==> config.mk <==
export PLATFORM = sky130hd
export DESIGN_NAME = sipp_rf_wb_arbiter_flat
export DESIGN_NICKNAME = d
export VERILOG_FILES = /design/src/rtl/sipp_rf_wb_arbiter_if.sv /design/src/rtl/sipp_rf_wb_arbiter.sv /design/src/flat_wrapper.sv
export SDC_FILE = /design/constraint.sdc
export NUM_CORES = 1
export LEC_CHECK = 0
export CELL_PAD_IN_SITES_DETAIL_PLACEMENT = 0
export CELL_PAD_IN_SITES_GLOBAL_PLACEMENT = 2
export CORE_UTILIZATION = 38
export DETAILED_ROUTE_END_ITERATION = 6
export GPL_TIMING_DRIVEN = 0
export PLACE_DENSITY = 0.83
export SYNTH_ARGS = -nofsm -noshare
export SYNTH_HDL_FRONTEND = slang
export SYNTH_SLANG_ARGS = --single-unit
export TNS_END_PERCENT = 10
==> constraint.sdc <==
create_clock -name clk -period 5.8 [get_ports clk]
set_input_delay 0.87 -clock clk [delete_from_list [all_inputs] [get_ports clk]]
set_output_delay 0.87 -clock clk [all_outputs]
set_load 0.02 [all_outputs]
==> src/rtl/sipp_rf_wb_arbiter_if.sv <==
// Writeback bus of the SIPP register-file arbiter: two requester channels in,
// one register-file write port plus busy/idle status out.
interface sipp_rf_wb_arbiter_if #(
    parameter int N_ELEMENTS = 16,
    parameter int ADDR_WIDTH = 4,
    parameter int DATA_WIDTH = 16
);
    logic                  a_valid;
    logic                  a_ready;
    logic [ADDR_WIDTH-1:0] a_addr;
    logic [DATA_WIDTH-1:0] a_data;
    logic                  b_valid;
    logic                  b_ready;
    logic [ADDR_WIDTH-1:0] b_addr;
    logic [DATA_WIDTH-1:0] b_data;
    logic                  w_wr;
    logic [ADDR_WIDTH-1:0] w_addr;
    logic [DATA_WIDTH-1:0] w_data;
    logic [N_ELEMENTS-1:0] busy;
    logic                  idle;

    modport master (
        output a_valid, a_addr, a_data, b_valid, b_addr, b_data,
        input  a_ready, b_ready, w_wr, w_addr, w_data, busy, idle
    );

    modport slave (
        input  a_valid, a_addr, a_data, b_valid, b_addr, b_data,
        output a_ready, b_ready, w_wr, w_addr, w_data, busy, idle
    );
endinterface

==> src/rtl/sipp_rf_wb_arbiter.sv <==
// Round-robin writeback arbiter for the SIPP register file: two 2-entry FIFOs
// drained onto a registered write port. Optional macro SIPP_WB_ZERO_REG_EN hardwires register 0.
module sipp_rf_wb_arbiter #(
    parameter int N_ELEMENTS = 16,
    parameter int ADDR_WIDTH = 4,
    parameter int DATA_WIDTH = 16
) (
    input logic                 clk,
    input logic                 rst,
    sipp_rf_wb_arbiter_if.slave bus
);
    localparam int CH = 2;

    // Records which channel won the most recent contended arbitration.
    typedef enum logic {
        GRANT_A = 1'b0,
        GRANT_B = 1'b1
    } grant_e;

    grant_e last_r;
    grant_e last_s;

    logic [ADDR_WIDTH-1:0] q_addr_r [CH][2];
    logic [DATA_WIDTH-1:0] q_data_r [CH][2];
    logic [1:0]            count_r  [CH];
    logic [CH-1:0]         rd_ptr_r;
    logic [CH-1:0]         wr_ptr_r;

    logic [ADDR_WIDTH-1:0] in_addr_s [CH];
    logic [DATA_WIDTH-1:0] in_data_s [CH];
    logic [CH-1:0]         in_valid_s;
    logic [CH-1:0]         ready_s;
    logic [CH-1:0]         push_s;
    logic [CH-1:0]         pop_s;
    logic [CH-1:0]         head_valid_s;
    logic                  sel_s;
    logic [ADDR_WIDTH-1:0] head_addr_s;
    logic [DATA_WIDTH-1:0] head_data_s;

    logic                  w_wr_r;
    logic [ADDR_WIDTH-1:0] w_addr_r;
    logic [DATA_WIDTH-1:0] w_data_r;
    logic [N_ELEMENTS-1:0] busy_s;

    // Channel-indexed views of the requester inputs and handshake qualification.
    always_comb begin
        in_valid_s   = {bus.b_valid, bus.a_valid};
        in_addr_s[0] = bus.a_addr;
        in_addr_s[1] = bus.b_addr;
        in_data_s[0] = bus.a_data;
        in_data_s[1] = bus.b_data;
        ready_s      = '0;
        push_s       = '0;
        head_valid_s = '0;
        for (int ch = 0; ch < CH; ch++) begin
            ready_s[ch]      = !rst && (count_r[ch] != 2'd2);
            head_valid_s[ch] = (count_r[ch] != 2'd0);
`ifdef SIPP_WB_ZERO_REG_EN
            // Writes to the hardwired zero register complete the handshake but are dropped.
            push_s[ch] = in_valid_s[ch] && ready_s[ch] && (in_addr_s[ch] != {ADDR_WIDTH{1'b0}});
`else
            push_s[ch] = in_valid_s[ch] && ready_s[ch];
`endif
        end
    end

    // Arbitration over FIFO heads; the pointer toggles only when both heads compete.
    always_comb begin
        pop_s  = 2'b00;
        sel_s  = 1'b0;
        last_s = last_r;
        case (head_valid_s)
            2'b01: begin
                pop_s = 2'b01;
                sel_s = 1'b0;
            end
            2'b10: begin
                pop_s = 2'b10;
                sel_s = 1'b1;
            end
            2'b11: begin
                if (last_r == GRANT_B) begin
                    pop_s  = 2'b01;
                    sel_s  = 1'b0;
                    last_s = GRANT_A;
                end else begin
                    pop_s  = 2'b10;
                    sel_s  = 1'b1;
                    last_s = GRANT_B;
                end
            end
            default: begin
                pop_s = 2'b00;
                sel_s = 1'b0;
            end
        endcase
        head_addr_s = q_addr_r[sel_s][rd_ptr_r[sel_s]];
        head_data_s = q_data_r[sel_s][rd_ptr_r[sel_s]];
    end

    // Round-robin pointer; reset leaves B as last winner so A is favoured first.
    always_ff @(posedge clk) begin
        if (rst) begin
            last_r <= GRANT_B;
        end else begin
            last_r <= last_s;
        end
    end

    // FIFO occupancy and pointers.
    always_ff @(posedge clk) begin
        if (rst) begin
            rd_ptr_r <= '0;
            wr_ptr_r <= '0;
            for (int ch = 0; ch < CH; ch++) begin
                count_r[ch] <= 2'd0;
            end
        end else begin
            rd_ptr_r <= rd_ptr_r ^ pop_s;
            wr_ptr_r <= wr_ptr_r ^ push_s;
            for (int ch = 0; ch < CH; ch++) begin
                count_r[ch] <= count_r[ch] + {1'b0, push_s[ch]} - {1'b0, pop_s[ch]};
            end
        end
    end

    // FIFO storage; contents are only meaningful under the occupancy count.
    always_ff @(posedge clk) begin
        for (int ch = 0; ch < CH; ch++) begin
            if (push_s[ch]) begin
                q_addr_r[ch][wr_ptr_r[ch]] <= in_addr_s[ch];
                q_data_r[ch][wr_ptr_r[ch]] <= in_data_s[ch];
            end
        end
    end

    // Registered write port; address/data hold while no write is issued.
    always_ff @(posedge clk) begin
        if (rst) begin
            w_wr_r   <= 1'b0;
            w_addr_r <= '0;
            w_data_r <= '0;
        end else begin
            w_wr_r <= |pop_s;
            if (|pop_s) begin
                w_addr_r <= head_addr_s;
                w_data_r <= head_data_s;
            end
        end
    end

    // Pending-write scoreboard over every occupied FIFO slot plus the output stage.
    always_comb begin
        busy_s = '0;
        for (int ch = 0; ch < CH; ch++) begin
            for (int j = 0; j < 2; j++) begin
                if ((count_r[ch] == 2'd2) ||
                    ((count_r[ch] == 2'd1) && (rd_ptr_r[ch] == 1'(j)))) begin
                    busy_s[q_addr_r[ch][j]] = 1'b1;
                end else begin
                    busy_s = busy_s;
                end
            end
        end
        if (w_wr_r) begin
            busy_s[w_addr_r] = 1'b1;
        end else begin
            busy_s = busy_s;
        end
    end

    assign bus.a_ready = ready_s[0];
    assign bus.b_ready = ready_s[1];
    assign bus.w_wr    = w_wr_r;
    assign bus.w_addr  = w_addr_r;
    assign bus.w_data  = w_data_r;
    assign bus.busy    = busy_s;
    assign bus.idle    = (count_r[0] == 2'd0) && (count_r[1] == 2'd0) && !w_wr_r;
endmodule

==> src/flat_wrapper.sv <==
// flat-port wrapper written by rule: the top's interface ports become plain ports
module sipp_rf_wb_arbiter_flat 
#(
    parameter int N_ELEMENTS = 16,
    parameter int ADDR_WIDTH = 4,
    parameter int DATA_WIDTH = 16
)
  (clk, rst, bus_a_valid, bus_a_addr, bus_a_data, bus_b_valid, bus_b_addr, bus_b_data, bus_a_ready, bus_b_ready, bus_w_wr, bus_w_addr, bus_w_data, bus_busy, bus_idle);
  sipp_rf_wb_arbiter_if #(.N_ELEMENTS(N_ELEMENTS), .ADDR_WIDTH(ADDR_WIDTH), .DATA_WIDTH(DATA_WIDTH)) bus_i ();
  input logic clk;
  input logic rst;
  input wire logic [$bits(bus_i.a_valid)-1:0] bus_a_valid;
  input wire logic [$bits(bus_i.a_addr)-1:0] bus_a_addr;
  input wire logic [$bits(bus_i.a_data)-1:0] bus_a_data;
  input wire logic [$bits(bus_i.b_valid)-1:0] bus_b_valid;
  input wire logic [$bits(bus_i.b_addr)-1:0] bus_b_addr;
  input wire logic [$bits(bus_i.b_data)-1:0] bus_b_data;
  output wire logic [$bits(bus_i.a_ready)-1:0] bus_a_ready;
  output wire logic [$bits(bus_i.b_ready)-1:0] bus_b_ready;
  output wire logic [$bits(bus_i.w_wr)-1:0] bus_w_wr;
  output wire logic [$bits(bus_i.w_addr)-1:0] bus_w_addr;
  output wire logic [$bits(bus_i.w_data)-1:0] bus_w_data;
  output wire logic [$bits(bus_i.busy)-1:0] bus_busy;
  output wire logic [$bits(bus_i.idle)-1:0] bus_idle;
  assign bus_i.a_valid = bus_a_valid;
  assign bus_i.a_addr = bus_a_addr;
  assign bus_i.a_data = bus_a_data;
  assign bus_i.b_valid = bus_b_valid;
  assign bus_i.b_addr = bus_b_addr;
  assign bus_i.b_data = bus_b_data;
  assign bus_a_ready = bus_i.a_ready;
  assign bus_b_ready = bus_i.b_ready;
  assign bus_w_wr = bus_i.w_wr;
  assign bus_w_addr = bus_i.w_addr;
  assign bus_w_data = bus_i.w_data;
  assign bus_busy = bus_i.busy;
  assign bus_idle = bus_i.idle;
  sipp_rf_wb_arbiter #(.N_ELEMENTS(N_ELEMENTS), .ADDR_WIDTH(ADDR_WIDTH), .DATA_WIDTH(DATA_WIDTH)) u_core (.clk(clk), .rst(rst), .bus(bus_i));
endmodule
==> results.md, run 1 <==
* Run status: complete, no violations
* Critical Path AT at around 2900 ps
* Util after Layout at 50.0%
* Setup Buffers After CTS at 0
* Antenna Nets Post-Route at 0
* Power share of the clock group at between 20% and 30%
* Sw frac at 35.9%
* Slew Limit Headroom at around 23%
* Worst Tran Pin Value at 1160 ps
* DPL Wire Length at about 10 mm
* Vias in the first global route at 3764
* Main synth FF type: edfxtp_1
* Area leader, netlist: edfxtp_1
* Final setup fails at 0
* IO buf count at between 80 and 90
* P&R area growth vs syn at 27.2%
* I/O Pins at 84
* Top Metal Used: met4
* Critical Path Sink Type: output port
* Clock slew at reported path FFs at around 70 ps
* Synth Area in XOR/XNOR at 1.22%
* Initial antenna violation count at 0
* Worst-Skew Late Latency at 340 ps
* Pleak at about 2.1 nW
* RSZ-0062 raised after global routing: no
* Met2 wire len at roughly 6.7 mm
* Avg Cell Area, Syn at 12.0 sq um
* Crit start category: flop
* Resize count post-CTS at 0
* Global-route wire length before repair at 21.2 mm
* Synthesized area at approximately 0.005 sq mm
* Syn Nets at 471
* Distinct cell type count after synthesis at 44
* Dpl cells at 674
* Layout cells sized above 1 at 6.95%
* Die width at roughly 120 microns
* Max clock buf depth at 2
* Antenna diodes at 0
* Hold Crit Depth at 2
* Site Rows at 41
* Switching power at 0.995 mW
* Vias per cell at 5.51
* H-tree depth at 3
* Post-Route M1 WL at 6.12 mm
* Fin. max-slew vios at 0
* Multiplexer share of the synthesized area at 3.99%
* Gate power share at 37.8%
* Final Hold Viols at 0
* Mapped Cells at around 420
* Reg2reg path depth at 4
* Fraction of the mapped netlist area in adder cells at 1.99%
* WL/cell at approximately 20 microns
* Sequential share of the synthesized area at approximately three fifths
* MaxCap Viol Count at 0
* Initial DRC count at roughly 300
* Core ar. at 0.0128 sq mm
* Clk_skew at 5.04 ps
* Min-delay src: u_core.bus.w_data[8]$_SDFFE_PP0P_
* Global route total overflow at 0
* Final period util at 64.2%
* Synth area leaders: edfxtp_1 (48%), dfxtp_1 (12%), a2111oi_0 (7.0%)
* Total CTS buffers at 9
* Routed vias at 3801
* Die area at 0.0137 sq mm
* WS Path Type: reg2out
* Tot GR Track Use at between 20% and 30%
* Hold Path Class: reg2reg
* # DRC at 0
* Setup Total Neg Slack at 0 ps
* WP data required at approximately 4900 ps
* Reg2Reg Launch Point: u_core.count_r[0][2]$_SDFF_PP0_
* Ys Warns at 0
* Simple-gate share of the synthesized area at 16.0%
* Internal power at 1.78 mW
* Synth Area in Compound Gates at 13.9%
* Hold Path End: u_core.bus.w_data[8]$_SDFFE_PP0P_
* Count leader, synth: edfxtp_1
* Part of the power in registers at 38.3%
* CTS tree: done
* Root Driver: clkbuf_16
* Number of synthesized flops with an enable pin at 80
* Final hold slack at ~510 ps
* Top cells by instance count after synthesis: edfxtp_1 (80), nor2_1 (46), a2111oi_0 (40), nor2b_1 (31), dfxtp_1 (30)
* Largest family of logic cells by synthesized area: simple AND/OR/NAND/NOR gates
* Gpl congestion at 0.860
* Routed WL at 13.8 mm
* Initial Util at 39.3%
* Cell Pwr Density at around 430 mW/mm^2
* Post-synth top area share at 47.8%
* Die H at 117 microns
* Async S/R FF share, synth at 0%
* Period minus WS final at between 3000 and 4000 ps
* R2R Path End: u_core.q_data_r[1][13]$_DFFE_PP_
* FF-to-FF setup slack at 3470 ps
* Hold Buf Count CTS at 0
* First drt pass iteration count at 5
* Synth Register Bits at 110
* Fmax achieved at between 200 and 300 MHz
* WL met3 at 509 microns
* IR Drop Worst-Case VDD at 215 uV
* Sink Count at 110
* Non-Filler Instances at 690
* Net count, final at 565
* Largest net degree at the start of global routing at 21
* Crit-path max FO at 10
[cell type report]
class                           count  area, sq um
Buffer                             27          120
Clock buffer                       10          229
Clock inverter                      6         93.8
Fill cell                        1163         6380
Inverter                           10         37.5
Multi-Input combinational cell    272         1860
Sequential cell                   110         3000
Tap cell                          172          215
Timing Repair Buffer               83          831
[state kept, by name, indices dropped and copies added, names as in the netlist]
signal / cells
u_core.q_data_r: 64
u_core.bus.w_data: 16
u_core.q_addr_r: 16
u_core.bus.w_addr: 4
u_core.count_r: 4
u_core.rd_ptr_r: 2
u_core.wr_ptr_r: 2
u_core.bus.w_wr: 1
u_core.last_r: 1
[layer usage]
| metal | vias to the layer above | track usage [%] |
|---|---|---|
| li1 | 1793 | - |
| met2 | 123 | 36.3 |
| met3 | 25 | 3.14 |
| met4 | 0 | 10.2 |
| met1 | 1860 | 26.7 |
| met5 | - | 0 |
[cell families after synthesis]
kind of cell             count (synthesis)
adder cells (fa/ha/maj)                  8
multiplexers                            20
XOR/XNOR                                 7
flip-flops                             110
AO/OA/AOI/OAI                           85
buffers and inverters                   37
AND/OR/NAND/NOR                        152
[how the worst max path moves through the flow]
stage | from | to | slack [ps] | cells after the start
after floorplan | u_core.rd_ptr_r[1]$_SDFF_PP0_ | bus_busy[6] | 3290 | 5
after global placement | u_core.count_r[0][3]$_SDFF_PP0_ | bus_busy[0] | 2400 | 6
after detailed placement | u_core.rd_ptr_r[0]$_SDFF_PP0_ | bus_busy[6] | 2440 | 6
after CTS | u_core.rd_ptr_r[0]$_SDFF_PP0_ | bus_busy[6] | 2050 | 6
after global routing | u_core.rd_ptr_r[0]$_SDFF_PP0_ | bus_busy[6] | 1870 | 6
final | u_core.rd_ptr_r[0]$_SDFF_PP0_ | bus_busy[6] | 2070 | 6
[power groups by stage]
stage | registers (mW) | logic (mW) | clock network, mW
after detailed placement | 1.08 | 1.05 | 0
after global placement | 1.07 | 1.03 | 0
after floorplan | 1.12 | 0.572 | 0
after CTS | 1.06 | 1.06 | 0.666
final | 1.06 | 1.05 | 0.661
after global routing | 1.08 | 1.15 | 0.696
[per-stage QoR]
step                power, mW  worst slack (ps)  cell area (sq um)
floorplan                1.69              3290               5020
global placement         2.11              2400               6070
detailed placement       2.13              2440               6070
CTS                      2.78              2050               6390
global route             2.92              1870               6390
finish                   2.77              2070               6390
[cells in the final DEF, fill, tap and decap left out, types with 3 or more instances in the layout]
cell type,n
clkdlybuf4s50_1,83
nand4b_1,3
xor2_1,3
a31oi_1,13
nor2_1,46
a32oi_1,3
nand3b_1,5
a21oi_1,4
buf_2,9
o22a_2,3
inv_1,10
a211oi_1,5
nor2b_1,31
and2_1,5
a211o_1,4
a2111oi_0,40
nand2b_1,13
ha_1,8
clkbuf_1,15
nor3_1,5
nand2_1,14
nand3_1,17
nand4_1,7
mux2i_1,20
clkbuf_16,9
edfxtp_1,80
dfxtp_1,30
xnor2_1,4
[critical path: stages (launching register included)]
cell             delay, ps
dfxtp_1                460
buf_2                  290
nand3b_1               130
a21oi_1                630
nand3_1                170
o211ai_1               200
clkdlybuf4s50_1        630
(Power assumes the default switching activity.)
==> run 2, diff against run 1 <==
--- a/config.mk
+++ b/config.mk
@@ -7,10 +7,10 @@
 export LEC_CHECK = 0
 export CELL_PAD_IN_SITES_DETAIL_PLACEMENT = 0
 export CELL_PAD_IN_SITES_GLOBAL_PLACEMENT = 2
-export CORE_UTILIZATION = 38
+export CORE_UTILIZATION = 32
 export DETAILED_ROUTE_END_ITERATION = 6
 export GPL_TIMING_DRIVEN = 0
-export PLACE_DENSITY = 0.83
+export PLACE_DENSITY = 0.74
 export SYNTH_ARGS = -nofsm -noshare
 export SYNTH_HDL_FRONTEND = slang
 export SYNTH_SLANG_ARGS = --single-unit
==> constraint.sdc (replaced) <==
create_clock -name clk -period 3.1 [get_ports clk]
set_input_delay 0.465 -clock clk [delete_from_list [all_inputs] [get_ports clk]]
set_output_delay 0.465 -clock clk [all_outputs]
set_load 0.02 [all_outputs]
==> results.md, run 2 (same netlist as run 1, synthesis figures left out) <==
* I/O Pins at 84
* Largest net degree at the start of global routing at 21
* Antenna Nets Post-Route at 0
* Cell area after placement at 0.00612 sq mm
* Fmax achieved at 329 MHz
* Reg2reg path depth at 8
* Max clock buf depth at 2
* IO buf count at just over 80
* Setup Total Neg Slack at 0 ps
* Post-route cell area at 0.00648 sq mm
* H-tree depth at 3
* IR Drop Worst-Case VDD at between 300 and 400 uV
* First drt pass iteration count at 4
* Global-route wire length before repair at roughly 21 mm
* Max FFs per register at 64
* Routed vias at 3713
* Core ar. at around 0.015 sq mm
* Crit start category: flop
* Clk_skew at roughly 10 ps
* Dpl cells at 713
* Fin. max-slew vios at 0
* RSZ-0062 raised after global routing: no
* Hold Path Class: reg2reg
* Initial DRC count at 192
* Die width at roughly 130 microns
* Most frequent cells in the layout: clkdlybuf4s50_1 (80), edfxtp_1 (80), nor2_1 (46)
* Global route total overflow at 0
* Critical Path AT at around 2600 ps
* Final period util at between 90% and 100%
* WP data required at ~2600 ps
* Run status: complete, no violations
* Initial Util at 32.9%
* Crit-path max FO at 8
* Pleak at approximately 2.2 nW
* Die area at roughly 0.016 sq mm
* Final hold slack at ~520 ps
* Cell Pwr Density at 787 mW/mm^2
* # DRC at 0
* Vias in the first global route at 3847
* Slew Limit Headroom at about a quarter
* Util after Layout at 42.4%
* Sink Count at 110
* P&R area growth vs syn at 28.9%
* Tot GR Track Use at 17.8%
* Vias per cell at just over 5
* Clock slew at reported path FFs at about 80 ps
* Antenna diodes at 0
* DPL Wire Length at 10.1 mm
* WL/cell at 18.7 microns
* CTS tree: done
* Critical Path Sink Type: output port
* Layout cells sized above 1 at 8.48%
* Worst-Skew Late Latency at between 300 and 400 ps
* Die H at 127 microns
* Gpl congestion at 0.870
* Total CTS buffers at 9
* Root Driver: clkbuf_16
* Routed WL at 13.7 mm
* Final setup fails at 0
* Net count, final at 566
* Period minus WS final at 3040 ps
* MaxCap Viol Count at 0
* Final Hold Viols at 0
* WS Path Type: reg2out
* Initial antenna violation count at 0
* Site Rows at 45
* Hold Crit Depth at 2
* Worst Tran Pin Value at 1130 ps
* Non-Filler Instances at 730
* Hold Buf Count CTS at 0
-- run 2: cell types whose count changed in the layout (fill, tap and decap cells not counted), moves of 2 or more --
| cell | previous run | this run |
|---|---|---|
| a211oi_1 | 5 | 2 |
| a211oi_2 | 1 | 3 |
| buf_4 | 2 | 4 |
| bufinv_16 | 2 | 0 |
| clkbuf_8 | 0 | 2 |
| clkdlybuf4s50_1 | 83 | 80 |
| dlymetal6s2s_1 | 0 | 2 |
-- run 2: critical path, cell delays in order (launching register included) --
cell and delay [ps]:
dfxtp_1 300, buf_2 170, or3b_4 430, a211o_1 360, o22a_2 260, nand3_1 90, clkdlybuf4s50_1 610
-- run 2: repair_timing --
action,in CTS,in global routing
setup buffers,0,1
resized for setup,5,10
pin swaps,0,1
setup endpoints to repair,16,15
-- run 2: final timing paths --
check	startpoint	to	slack, ps
worst max-delay path	u_core.count_r[0][3]$_SDFF_PP0_	bus_busy[7]	60
worst min-delay path	u_core.bus.w_data[14]$_SDFFE_PP0P_	u_core.bus.w_data[14]$_SDFFE_PP0P_	520
worst max register to register	u_core.count_r[0][1]$_SDFF_PP0_	u_core.count_r[0][2]$_SDFF_PP0_	900
worst min register to register	u_core.bus.w_data[14]$_SDFFE_PP0P_	u_core.bus.w_data[14]$_SDFFE_PP0P_	520
-- run 2: final cells by class --
type	instances	area, sq um
clock buffers	12	256
inverters	10	37.5
clock inverters	4	40.0
plain buffers	27	124
well taps	211	264
repair buffers	84	842
fillers	1446	8780
multi-input cells	272	1910
flip-flops and latches	110	3000
-- run 2: through the flow --
step / power (mW) / worst slack (ps)
2_1_floorplan: 3.16 / 995
3_3_place_gp: 3.95 / 192
3_5_place_dp: 3.98 / 153
4_1_cts: 5.13 / -52.3
5_1_grt: 5.40 / 3.43
6_report: 5.10 / 64.6
-- run 2: power breakdown --
| group | total, mW | internal, mW | switching [mW] | leakage (nW) |
|---|---|---|---|---|
| Combinational | 1.97 | 0.807 | 1.16 | 1.05 |
| Sequential | 1.99 | 1.81 | 0.174 | 0.982 |
| Clock | 1.14 | 0.604 | 0.538 | 0.147 |
-- run 2: routing by layer --
layer / global-route usage [%] / routed length [microns]
met1: 23.7 / 6360
met2: 28.7 / 6250
met3: 2.85 / 614
met4: 8.12 / 430
met5: 0 / 0
